## config.mk

```make
export PLATFORM = sky130hd
export DESIGN_NAME = pipeline_command_decoder
export DESIGN_NICKNAME = d
export VERILOG_FILES = /design/src/rtl/pipeline_command_decoder.sv
export SDC_FILE = /design/constraint.sdc
export NUM_CORES = 1
export LEC_CHECK = 0
export CAP_MARGIN = 25
export CORE_UTILIZATION = 55
export DETAILED_ROUTE_END_ITERATION = 7
export PLACE_DENSITY = 0.85
export RECOVER_POWER = 50
export SYNTH_ARGS = -nofsm -noshare
export SYNTH_HDL_FRONTEND = slang
export SYNTH_SLANG_ARGS = --single-unit
```

## constraint.sdc

```tcl
create_clock -name clk -period 6.3 [get_ports clk]
set_clock_uncertainty 0.15 [all_clocks]
set_input_delay 1.26 -clock clk [delete_from_list [all_inputs] [get_ports clk]]
set_output_delay 1.26 -clock clk [all_outputs]
set_load 0.01 [all_outputs]
```

## src/rtl/pipeline_command_decoder.sv

```systemverilog
// Byte-stream command decoder for N DSP pipelines: decodes header/payload
// frames from the SPI slave into registered one-cycle strobes and error codes.
module pipeline_command_decoder #(
  parameter int unsigned N_PIPELINES    = 2,
  parameter int unsigned N_BLOCKS       = 256,
  parameter int unsigned REG_ADDR_WIDTH = 4,
  parameter int unsigned DATA_WIDTH     = 16,
  parameter int unsigned INSTR_WIDTH    = 32,
  parameter int unsigned TIMEOUT_CYCLES = 65535,
  localparam int unsigned BW            = $clog2(N_BLOCKS)
) (
  input  logic                      clk,
  input  logic                      reset,
  input  logic [7:0]                in_byte,
  input  logic                      in_valid,
  output logic                      next,
  output logic [BW-1:0]             block_target,
  output logic [REG_ADDR_WIDTH-1:0] reg_target,
  output logic [DATA_WIDTH-1:0]     data_out,
  output logic [INSTR_WIDTH-1:0]    instr_out,
  output logic [N_PIPELINES-1:0]    instr_write,
  output logic [N_PIPELINES-1:0]    reg_write,
  output logic [N_PIPELINES-1:0]    reg_commit,
  output logic [N_PIPELINES-1:0]    pipe_reset,
  input  logic [N_PIPELINES-1:0]    regfile_busy,
  output logic                      swap_req,
  output logic [3:0]                swap_target,
  input  logic                      swap_busy,
  output logic [3:0]                active_pipeline,
  output logic                      gain_write,
  output logic                      gain_sel,
  output logic                      error,
  output logic [2:0]                error_code,
  output logic                      busy
);

  localparam int unsigned DATA_BYTES  = DATA_WIDTH / 8;
  localparam int unsigned INSTR_BYTES = INSTR_WIDTH / 8;
  localparam int unsigned TW          = $clog2(TIMEOUT_CYCLES + 1);

  typedef enum logic [3:0] {
    S_IDLE, S_DECODE, S_FETCH_BLOCK, S_FETCH_REG, S_FETCH_DATA,
    S_FETCH_INSTR, S_ISSUE, S_WAIT_REG, S_WAIT_SWAP
  } state_e;

  typedef enum logic [3:0] {
    OP_WRITE_INSTR = 4'd1, OP_WRITE_REG = 4'd2, OP_COMMIT = 4'd3,
    OP_RESET_PIPE  = 4'd4, OP_SWAP      = 4'd5, OP_SET_GAIN = 4'd6
  } op_e;

  typedef enum logic [2:0] {
    ERR_NONE = 3'd0, ERR_OPCODE = 3'd1, ERR_PIPE = 3'd2,
    ERR_TIMEOUT = 3'd3, ERR_SWAP_SAME = 3'd4
  } err_e;

  state_e                    state_q, state_d;
  logic [3:0]                op_q, op_d;
  logic [3:0]                p_q, p_d;
  logic                      next_q, next_d;
  logic [BW-1:0]             block_q, block_d;
  logic [REG_ADDR_WIDTH-1:0] reg_q, reg_d;
  logic [DATA_WIDTH-1:0]     data_q, data_d;
  logic [INSTR_WIDTH-1:0]    instr_q, instr_d;
  logic [N_PIPELINES-1:0]    instr_write_q, instr_write_d;
  logic [N_PIPELINES-1:0]    reg_write_q, reg_write_d;
  logic [N_PIPELINES-1:0]    reg_commit_q, reg_commit_d;
  logic [N_PIPELINES-1:0]    pipe_reset_q, pipe_reset_d;
  logic                      swap_req_q, swap_req_d;
  logic [3:0]                swap_target_q, swap_target_d;
  logic [3:0]                active_q, active_d;
  logic                      gain_write_q, gain_write_d;
  logic                      gain_sel_q, gain_sel_d;
  logic                      error_q, error_d;
  logic [2:0]                error_code_q, error_code_d;
  logic                      busy_q, busy_d;
  logic [3:0]                byte_cnt_q, byte_cnt_d;
  logic [TW-1:0]             idle_cnt_q, idle_cnt_d;
  logic                      swap_first_q, swap_first_d;

  logic                      in_fetch;
  logic                      accept;
  logic [N_PIPELINES-1:0]    sel_mask;

  always_comb begin
    in_fetch = (state_q == S_FETCH_BLOCK) || (state_q == S_FETCH_REG) ||
               (state_q == S_FETCH_DATA)  || (state_q == S_FETCH_INSTR);
    accept   = in_valid && !next_q && ((state_q == S_IDLE) || in_fetch);
    sel_mask = N_PIPELINES'(1) << p_q;

    state_d       = state_q;
    op_d          = op_q;
    p_d           = p_q;
    next_d        = accept;
    block_d       = block_q;
    reg_d         = reg_q;
    data_d        = data_q;
    instr_d       = instr_q;
    instr_write_d = '0;
    reg_write_d   = '0;
    reg_commit_d  = '0;
    pipe_reset_d  = '0;
    swap_req_d    = 1'b0;
    swap_target_d = swap_target_q;
    active_d      = active_q;
    gain_write_d  = 1'b0;
    gain_sel_d    = gain_sel_q;
    error_d       = 1'b0;
    error_code_d  = error_code_q;
    byte_cnt_d    = byte_cnt_q;
    swap_first_d  = 1'b0;
    idle_cnt_d    = '0;
    if (in_fetch) idle_cnt_d = accept ? '0 : idle_cnt_q + TW'(1);

    case (state_q)
      S_IDLE: begin
        if (accept) begin
          op_d    = in_byte[7:4];
          p_d     = in_byte[3:0];
          state_d = S_DECODE;
        end
      end
      S_DECODE: begin
        byte_cnt_d = '0;
        state_d    = S_IDLE;
        if (op_q == 4'd0 || op_q > OP_SET_GAIN) begin
          error_d      = 1'b1;
          error_code_d = ERR_OPCODE;
        end else if (op_q != OP_SET_GAIN && {28'd0, p_q} >= N_PIPELINES) begin
          error_d      = 1'b1;
          error_code_d = ERR_PIPE;
        end else begin
          case (op_q)
            OP_COMMIT:     reg_commit_d = sel_mask;
            OP_RESET_PIPE: pipe_reset_d = sel_mask;
            OP_SWAP: begin
              if (p_q == active_q) begin
                error_d      = 1'b1;
                error_code_d = ERR_SWAP_SAME;
              end else begin
                swap_req_d    = 1'b1;
                swap_target_d = p_q;
                swap_first_d  = 1'b1;
                state_d       = S_WAIT_SWAP;
              end
            end
            OP_SET_GAIN: begin
              gain_sel_d = p_q[0];
              state_d    = S_FETCH_DATA;
            end
            default: state_d = S_FETCH_BLOCK;
          endcase
        end
      end
      S_FETCH_BLOCK: begin
        if (accept) begin
          block_d    = in_byte[BW-1:0];
          byte_cnt_d = '0;
          state_d    = (op_q == OP_WRITE_REG) ? S_FETCH_REG : S_FETCH_INSTR;
        end
      end
      S_FETCH_REG: begin
        if (accept) begin
          reg_d      = in_byte[REG_ADDR_WIDTH-1:0];
          byte_cnt_d = '0;
          state_d    = S_FETCH_DATA;
        end
      end
      S_FETCH_DATA: begin
        if (accept) begin
          data_d = DATA_WIDTH'({data_q, in_byte});
          if (byte_cnt_q == 4'(DATA_BYTES - 1)) begin
            byte_cnt_d = '0;
            state_d    = (op_q == OP_WRITE_REG) ? S_WAIT_REG : S_ISSUE;
          end else begin
            byte_cnt_d = byte_cnt_q + 4'd1;
          end
        end
      end
      S_FETCH_INSTR: begin
        if (accept) begin
          instr_d = INSTR_WIDTH'({instr_q, in_byte});
          if (byte_cnt_q == 4'(INSTR_BYTES - 1)) begin
            byte_cnt_d = '0;
            state_d    = S_ISSUE;
          end else begin
            byte_cnt_d = byte_cnt_q + 4'd1;
          end
        end
      end
      S_ISSUE: begin
        if (op_q == OP_WRITE_INSTR) instr_write_d = sel_mask;
        else                        gain_write_d  = 1'b1;
        state_d = S_IDLE;
      end
      S_WAIT_REG: begin
        if (!swap_busy && (regfile_busy & sel_mask) == '0) begin
          reg_write_d = sel_mask;
          state_d     = S_IDLE;
        end
      end
      S_WAIT_SWAP: begin
        // swap_busy may lag the request by a cycle, so the first cycle is not trusted
        if (!swap_first_q && !swap_busy) begin
          active_d = swap_target_q;
          state_d  = S_IDLE;
        end
      end
      default: state_d = S_IDLE;
    endcase

    if (in_fetch && !accept && idle_cnt_d == TW'(TIMEOUT_CYCLES)) begin
      state_d      = S_IDLE;
      idle_cnt_d   = '0;
      error_d      = 1'b1;
      error_code_d = ERR_TIMEOUT;
    end

    busy_d = (state_d != S_IDLE);
  end

  always_ff @(posedge clk) begin
    if (reset) begin
      state_q       <= S_IDLE;
      op_q          <= '0;
      p_q           <= '0;
      next_q        <= 1'b0;
      block_q       <= '0;
      reg_q         <= '0;
      data_q        <= '0;
      instr_q       <= '0;
      instr_write_q <= '0;
      reg_write_q   <= '0;
      reg_commit_q  <= '0;
      pipe_reset_q  <= '0;
      swap_req_q    <= 1'b0;
      swap_target_q <= '0;
      active_q      <= '0;
      gain_write_q  <= 1'b0;
      gain_sel_q    <= 1'b0;
      error_q       <= 1'b0;
      error_code_q  <= ERR_NONE;
      busy_q        <= 1'b0;
      byte_cnt_q    <= '0;
      idle_cnt_q    <= '0;
      swap_first_q  <= 1'b0;
    end else begin
      state_q       <= state_d;
      op_q          <= op_d;
      p_q           <= p_d;
      next_q        <= next_d;
      block_q       <= block_d;
      reg_q         <= reg_d;
      data_q        <= data_d;
      instr_q       <= instr_d;
      instr_write_q <= instr_write_d;
      reg_write_q   <= reg_write_d;
      reg_commit_q  <= reg_commit_d;
      pipe_reset_q  <= pipe_reset_d;
      swap_req_q    <= swap_req_d;
      swap_target_q <= swap_target_d;
      active_q      <= active_d;
      gain_write_q  <= gain_write_d;
      gain_sel_q    <= gain_sel_d;
      error_q       <= error_d;
      error_code_q  <= error_code_d;
      busy_q        <= busy_d;
      byte_cnt_q    <= byte_cnt_d;
      idle_cnt_q    <= idle_cnt_d;
      swap_first_q  <= swap_first_d;
    end
  end

  assign next            = next_q;
  assign block_target    = block_q;
  assign reg_target      = reg_q;
  assign data_out        = data_q;
  assign instr_out       = instr_q;
  assign instr_write     = instr_write_q;
  assign reg_write       = reg_write_q;
  assign reg_commit      = reg_commit_q;
  assign pipe_reset      = pipe_reset_q;
  assign swap_req        = swap_req_q;
  assign swap_target     = swap_target_q;
  assign active_pipeline = active_q;
  assign gain_write      = gain_write_q;
  assign gain_sel        = gain_sel_q;
  assign error           = error_q;
  assign error_code      = error_code_q;
  assign busy            = busy_q;

endmodule
```

==> results.cfg, run 1 <==
[floorplanning]
start_util = 0.5689
rows = 33
die_area_um2 = 8916
die_y_um = 94.43
fp.dieW_um = 94.43
io_pins = 99
core-area_um2 = 8258

[worst_setup_path]
path_cells = buf_2 > clkbuf_1 > nor2_1 > o21ai_2 > nor2_1
end_kind = flop
crit_cells = 5
cp_num_buf_inv = 2
crit_required_ns = 6.52
worstPathMaxFanout = 87
worstSetupStartpointType = input port
cpMostUsedCell = nor2_1
worstSetupPathType = input port to flop
worstRegToRegCells = 7
crit_arrival_ns = 4.85
slowest_delay_ns = 2.56
cpLargestDelayFamily = buffers and inverters
slowest_stage = clkbuf_1

[clocking]
postCtsSetupBuffers = 0
htree_num_levels = 4
hold_buffers = 0
path_clk_slew_ns = 0.06
clkLatencyLatePin_ns = 0.51
cts_root_buf = clkbuf_8
cts_made_buffers = 17
numClockSinks = 117
cts_resized = 0
ctsLongestPathBuffers = 2
cts_tree = yes

[layout]
fill_cells = 563
seq_area_um2 = 2342
drive_above_1_share = 0.07386
syn_to_final_growth_pct = 35.07
final_util = 0.7685
multi_input_area_um2 = 2205
nNetsFinal = 681
diodes = 0

[synth]
synth_nets = 589
synthCells = 572
seq_area_frac_synth = 0.4985
yosys.area.top_type = dfxtp_1
synth-edff-count = 0
syn-mean-instance-area_um2 = 8.214
yosysMostFrequentCell = nand2_1
synth_top_area_frac = 0.4985
postSynth.asyncResetShare = 0
synth-seq-cells = 117
ys_types = 45
synth_flop_cell = dfxtp_1
yosys-top-cells-count = nand2_1 (131), dfxtp_1 (117), a21oi_1 (78), nor2_1 (52), nand3_1 (33)
synthTopCellsByArea = dfxtp_1 (50%), nand2_1 (10%), a21oi_1 (8.3%)
synth_area_um2 = 4698
yosys_warnings = 0

[place]
gp_congestion = 0.8909
dpl.hpwl_um = 7946
io_buffers = 98

[grt]
grt_max_degree = 88
track_usage = 0.2841
overflow = 0
grt_pass1_wl_um = 19360
antenna_found_initial = 0
grt_pass1_vias = 4006

[detailed_routing]
wire_per_inst_um = 15.81
route.vias.total = 4500
drt_iter0_markers = 286
drt_drc_violations_left = 0
wirelength_um = 12360
routed_via_density = 5.754
drtAntennaViolNets = 0
drt_first_pass_iters = 6

[timing]
slew_violations = 88
setup_violations = 0
tightest_slew_ns = 3.677
fin_crit_sh = 0.7350
timing.final.hold_violations = 0
slew_headroom = -1.451
tns_ns = 0
holdWs_ns = 0.3009
fmax_mhz = 216.0
min_period_ns = 4.631
rsz0062_at_grt = false

[pwr]
leakage_uw = 0.002408
power.density_nw_per_um2 = 293.3
ir_drop_uv = 258.9

[run]
drv_cap = 1

[hold_path]
hold_depth = 2
hold_path_class = flop to flop

[outcome]
violations = capacitance limit, slew limit
outcome = finished with violations
## placed cells by master, fill, tap and decap left out, types with 4 or more instances in the layout
cell type / instances
nand2_1: 131
dfxtp_1: 117
a21oi_1: 78
dlygate4sd3_1: 61
nor2_1: 52
clkdlybuf4s50_1: 36
nand3_1: 33
clkbuf_16: 16
nand4_1: 13
nor3_1: 11
mux2i_1: 11
xnor2_1: 10
nor2b_1: 10
xor2_1: 9
inv_1: 8
o21ai_0: 7
clkinv_4: 6
nor4_1: 5
nand2b_1: 4
or3_1: 4
bufinv_16: 4
## tightest hold or removal path, cell delays in order (launching register included)
cell	delay, ns
dfxtp_1	0.30
nand2_1	0.05
a21oi_1	0.05
## cell families (layout without fill, tap and decap cells)
kind of cell / count (synthesis) / after routing / synth area share
buffers and inverters: 37 / 142 / 0.03329
adders and majority gates: 3 / 3 / 0.007990
xor gates and xnor gates: 19 / 19 / 0.03542
and+or+nand+nor: 283 / 283 / 0.2815
muxes: 13 / 13 / 0.02823
DFF: 117 / 117 / 0.4985
AOI/OAI and AO/OA: 100 / 100 / 0.1150
## flip-flops by register name (all words and copies together) (netlist names), 3 cells and up
signal / count
byte_cnt_q: 4
reg_target: 4
error_code: 3
instr_out: 32
swap_target: 4
p_q: 4
active_pipeline: 4
idle_cnt_q: 16
state_q: 4
op_q: 4
data_out: 16
block_target: 8
## per-layer routing
layer,track usage,routed length (um),vias up
li1,-,-,2148
met1,0.3389,4985,2121
met2,0.4722,6181,207
met3,0.07810,933,24
met4,0.1346,263,0
met5,0,0,-
## through the flow
stage          instance area, um^2  total power [uW]  setup slack (ns)  instances
3_3_place_gp                  5714             848.1             2.498        750
5_1_grt                       6346              1908             1.368        782
3_5_place_dp                  5714             850.6             2.361        750
4_1_cts                       6350              1868             2.855        782
6_report                      6346              1861             1.669        782
2_1_floorplan                 4698             819.8             3.617        572
## path summary, 6_finish.rpt
kind / from / end / slack [ns]
min: data_out[10] / data_out[10] / 0.30
max reg2reg: idle_cnt_q[0] / idle_cnt_q[5] / 3.49
min reg2reg: data_out[10] / data_out[10] / 0.30
max: reset / idle_cnt_q[5] / 1.67
## cell type report
type | count | share of cell area
repair buffers | 102 | 0.1579
well taps | 105 | 0.02070
clock inverters | 15 | 0.03490
multi-input cells | 418 | 0.3474
clock buffers | 17 | 0.06526
inverters | 8 | 0.004732
flip-flops and latches | 117 | 0.3691
## where the power goes
part           internal (uW)  switching, uW
Clock                    655            370
Sequential               747           11.1
Combinational           27.7           50.8
(Power assumes the default switching activity.)
==> run 2: changes to the inputs <==
CORE_UTILIZATION = 46   (was 55)
PLACE_DENSITY = 0.76   (was 0.85)
clock period = 3.8 ns   (was 6.3 ns; I/O delays follow)
==> run 2 against run 1 <==
  * The run now ends clean
  * Highest routed layer unchanged
  * Via count down 4.4%
  * Hold slack worse by 0.0020 ns
  * Clock-buffer cell count unchanged
  * Critical path type unchanged
  * Largest cell class unchanged
  * Non-clock buffer count up 2
  * Power up 54%
  * Clock power up 45%
  * Sequential power up 66%
  * Utilization down 13 points
  * First-iteration DRC count up 28%
  * Critical path depth up 3
  * Cell area down 0.83%
  * Flip-flop and latch count unchanged
==> results.cfg, run 2 (synthesized netlist as in run 1, its figures left out) <==
[timing]
fin_crit_sh = 0.8086
slew_headroom = 0.09509
fmax_mhz = 325.4
tns_ns = 0
rsz0062_at_grt = false
tightest_slew_ns = 1.357
slew_violations = 0
setup_violations = 0
min_period_ns = 3.073
timing.final.hold_violations = 0

[clocking]
cts_tree = yes
ctsLongestPathBuffers = 2
clkLatencyLatePin_ns = 0.52
cts_resized = 0
htree_num_levels = 4
cts_made_buffers = 17
hold_buffers = 0
path_clk_slew_ns = 0.05
cts_root_buf = clkbuf_8
postCtsSetupBuffers = 0
numClockSinks = 117

[worst_setup_path]
crit_arrival_ns = 3.37
end_kind = flop
crit_required_ns = 4.09
timing.rr.start = state_q[0]
crit_start = in_valid
worstSetupStartpointType = input port
r2r_slack_ns = 1.03
worstRegToRegCells = 7
worstSetupPathType = input port to flop
worstPathMaxFanout = 18

[grt]
grt_max_degree = 53
grt_pass1_wl_um = 19130
overflow = 0
antenna_found_initial = 0
track_usage = 0.2365
grt_pass1_vias = 3992

[layout]
final_util = 0.6409
final_cell_area_um2 = 6294
diodes = 0
nNetsFinal = 683
mostFrequentLayoutCell = nand2_1
fill_cells = 856
drive_above_1_share = 0.06922
largest_reg_flops = 32
final_cell_mix = nand2_1 (131), dfxtp_1 (117), a21oi_1 (78)
syn_to_final_growth_pct = 33.95

[detailed_routing]
drt_first_pass_iters = 5
routed_via_density = 5.298
drt_iter0_markers = 367
drt_drc_violations_left = 0
drtAntennaViolNets = 0
wirelength_um = 11790
route.vias.total = 4302
wire_per_inst_um = 14.52

[outcome]
outcome = finished, final reports clean

[place]
io_buffers = 98
gp_congestion = 0.9041
placed_cell_area_um2 = 5757
dpl.hpwl_um = 8062

[pwr]
p_switching_uw = 707.3
leakage_uw = 0.002283
power.density_nw_per_um2 = 456.2
combPwrFrac = 0.045
finalPower_uw = 2871
swShare = 0.2463
internal-power_uw = 2164
seqPwrFrac = 0.438
ir_drop_uv = 224.0
power_frac_clock = 0.517

[floorplanning]
start_util = 0.4785
io_pins = 99
fp.dieW_um = 103.1
die_area_um2 = 10620
rows = 36
die_y_um = 103.1
core-area_um2 = 9819

[hold_path]
hp-start = data_out[11]
hold_path_class = flop to flop
hold_depth = 2

[run]
drv_cap = 0
run 2: worst max-delay path: stages:
cell and delay (ns):
dlygate4sd3_1 0.55, nand2b_1 0.28, nor3_1 0.23, clkbuf_1 0.58, nand2_1 0.42, o32ai_1 0.24
a21oi_1 0.12, a31oi_1 0.18
run 2: layout make-up:
class,instances,area (um^2),share of cell area
clock buffers,17,414.1,0.06581
clock inverters,15,142.6,0.02266
flip-flops and latches,117,2342,0.3722
inverters,8,30.03,0.004771
repair buffers,104,1010,0.1604
well taps,133,166.4,0.02644
multi-input cells,418,2188,0.3477
run 2: stage by stage:
| stage | worst slack, ns | std cells | hold slack, ns |
|---|---|---|---|
| floorplan | 1.617 | 572 | 0.2987 |
| global placement | 0.6888 | 779 | 0.2932 |
| detailed placement | 0.6147 | 779 | 0.2967 |
| CTS | 1.078 | 811 | 0.3049 |
| global route | 0.4405 | 812 | 0.3160 |
| finish | 0.7272 | 812 | 0.2989 |
run 2: power groups by stage:
stage | Clock [uW] | Combinational, uW | Sequential (uW)
5_1_grt | 1570 | 142 | 1260
3_5_place_dp | 0 | 130 | 1280
3_3_place_gp | 0 | 126 | 1280
6_report | 1480 | 129 | 1260
2_1_floorplan | 0 | 82.7 | 1280
4_1_cts | 1500 | 131 | 1260
run 2: routing by layer:
layer	share of wire	vias to the layer above	global-route usage
li1	-	2143	-
met4	0.026	0	0.09642
met3	0.070	31	0.07322
met5	0	-	0
met2	0.48	145	0.3795
met1	0.42	1983	0.2957
run 2: final timing paths:
path / to
worst min-delay path: data_out[11]
worst max-delay path: busy
worst max register to register: swap_target[0]
worst min register to register: data_out[11]
==> run 3: changes to the inputs <==
clock period = 2.5 ns   (was 3.8 ns; I/O delays follow)
==> run 3 against run 2 <==
  * Global-route usage grew 1.1 points
  * Utilization up 2.5 points
  * Power grew 65%
  * Largest cell class unchanged
  * Critical path type is now flop to flop
  * Cell area rose by 3.9%
==> results.cfg, run 3 (synthesized netlist as in run 1, its figures left out) <==
[outcome]
outcome = finished, final reports clean

[detailed_routing]
drt_iter0_markers = 390
drt_drc_violations_left = 0
drt_first_pass_iters = 5
wire_per_inst_um = 15.02
drtAntennaViolNets = 0
routed_via_density = 5.359
wirelength_um = 12470
route.vias.total = 4448

[timing]
setup_violations = 0
min_period_ns = 2.365
holdWs_ns = 0.2705
timing.final.hold_violations = 0
rsz0062_at_grt = false
fin_crit_sh = 0.9460
slew_violations = 0
fmax_mhz = 422.9
tightest_slew_ns = 0.6613
tns_ns = 0
slew_headroom = 0.5582

[worst_setup_path]
worstSetupStartpointType = flop
crit_required_ns = 2.76
end_kind = flop
worstRegToRegCells = 8
crit_arrival_ns = 2.63
worstSetupPathType = flop to flop
worstPathMaxFanout = 5

[floorplanning]
die_y_um = 103.1
fp.dieW_um = 103.1
die_area_um2 = 10620
core-area_um2 = 9819
rows = 36
io_pins = 99
start_util = 0.4785

[grt]
track_usage = 0.2475
grt_pass1_vias = 4248
overflow = 0
grt_max_degree = 65
antenna_found_initial = 0
grt_pass1_wl_um = 19950

[layout]
final_util = 0.6656
drive_above_1_share = 0.09326
final_cell_area_um2 = 6536
nNetsFinal = 701
fill_cells = 823
mostFrequentLayoutCell = nand2_1
largest_reg_flops = 32
final_cell_mix = nand2_1 (131), dfxtp_1 (116), a21oi_1 (78)
syn_to_final_growth_pct = 39.12
diodes = 0

[hold_path]
hold_path_class = input port to flop
hold_depth = 2

[clocking]
cts_tree = yes
cts_root_buf = clkbuf_8
postCtsSetupBuffers = 0
htree_num_levels = 4
numClockSinks = 117
clkLatencyLatePin_ns = 0.53
ctsLongestPathBuffers = 2
cts_made_buffers = 17
path_clk_slew_ns = 0.06

[place]
gp_congestion = 0.8509
io_buffers = 98
placed_cell_area_um2 = 5937
dpl.hpwl_um = 8469

[pwr]
ir_drop_uv = 450.4
power.density_nw_per_um2 = 723.0
leakage_uw = 0.002353

[run]
drv_cap = 0
run 3: cell types whose count changed in the layout (fill, tap and decap cells not counted), sizes merged:
cell           previous run  this run
buf                       4        20
clkdlybuf4s50            59        74
dlygate4sd3              38        23
inv                      15         8
clkbuf                   20        25
bufinv                    1         5
clkinv                    5         3
clkinvlp                  2         4
run 3: per-layer routing:
metal	GRT usage	routed length [um]
met5	0	0
met4	0.1268	340
met3	0.08746	765
met2	0.4031	6220
met1	0.2878	5140
run 3: where the power goes:
| part | leakage (uW) | internal [uW] | switching [uW] |
|---|---|---|---|
| Combinational | 0.00111 | 86.2 | 136 |
| Sequential | 0.000944 | 1880 | 22.1 |
| Clock | 0.000297 | 1740 | 853 |
| Total | 0.00235 | 3710 | 1010 |
run 3: area by class of cell:
class	instances	area [um^2]	area share
multi-input combinational	418	2193	0.3356
tap	133	166.4	0.02546
timing repair buffer	122	1165	0.1782
clock buffer	20	435.4	0.06662
inverter	8	30.03	0.004594
clock inverter	12	202.7	0.03101
sequential	117	2344	0.3585
run 3: what timing repair did:
item	CTS	global route
resized for setup	0	2
setup endpoints to repair	0	21
hold buffers	0	0
run 3: through the flow:
step / worst slack, ns / instances / power, uW
after global placement: 0.1239 / 798 / 2162
after floorplan: 0.3415 / 572 / 2066
after global routing: 0.02452 / 830 / 4874
after CTS: 0.07495 / 830 / 4759
final: 0.1351 / 830 / 4726
after detailed placement: 0.06145 / 798 / 2167
run 3: worst max-delay path, cell delays in order (launching register included):
cell and delay [ns]:
dfxtp_1 0.37, ha_1 0.19, nand3_1 0.12, nor4_2 0.41
mux2i_1 0.30, nand4_1 0.20, o21ai_1 0.27, buf_4 0.18
a31oi_1 0.05
run 3: worst paths after layout:
check	start	endpoint	slack, ns
max	idle_cnt_q[1]	busy	0.14
min	reset	active_pipeline[1]	0.27
max reg2reg	idle_cnt_q[1]	busy	0.14
min reg2reg	data_out[13]	data_out[13]	0.30
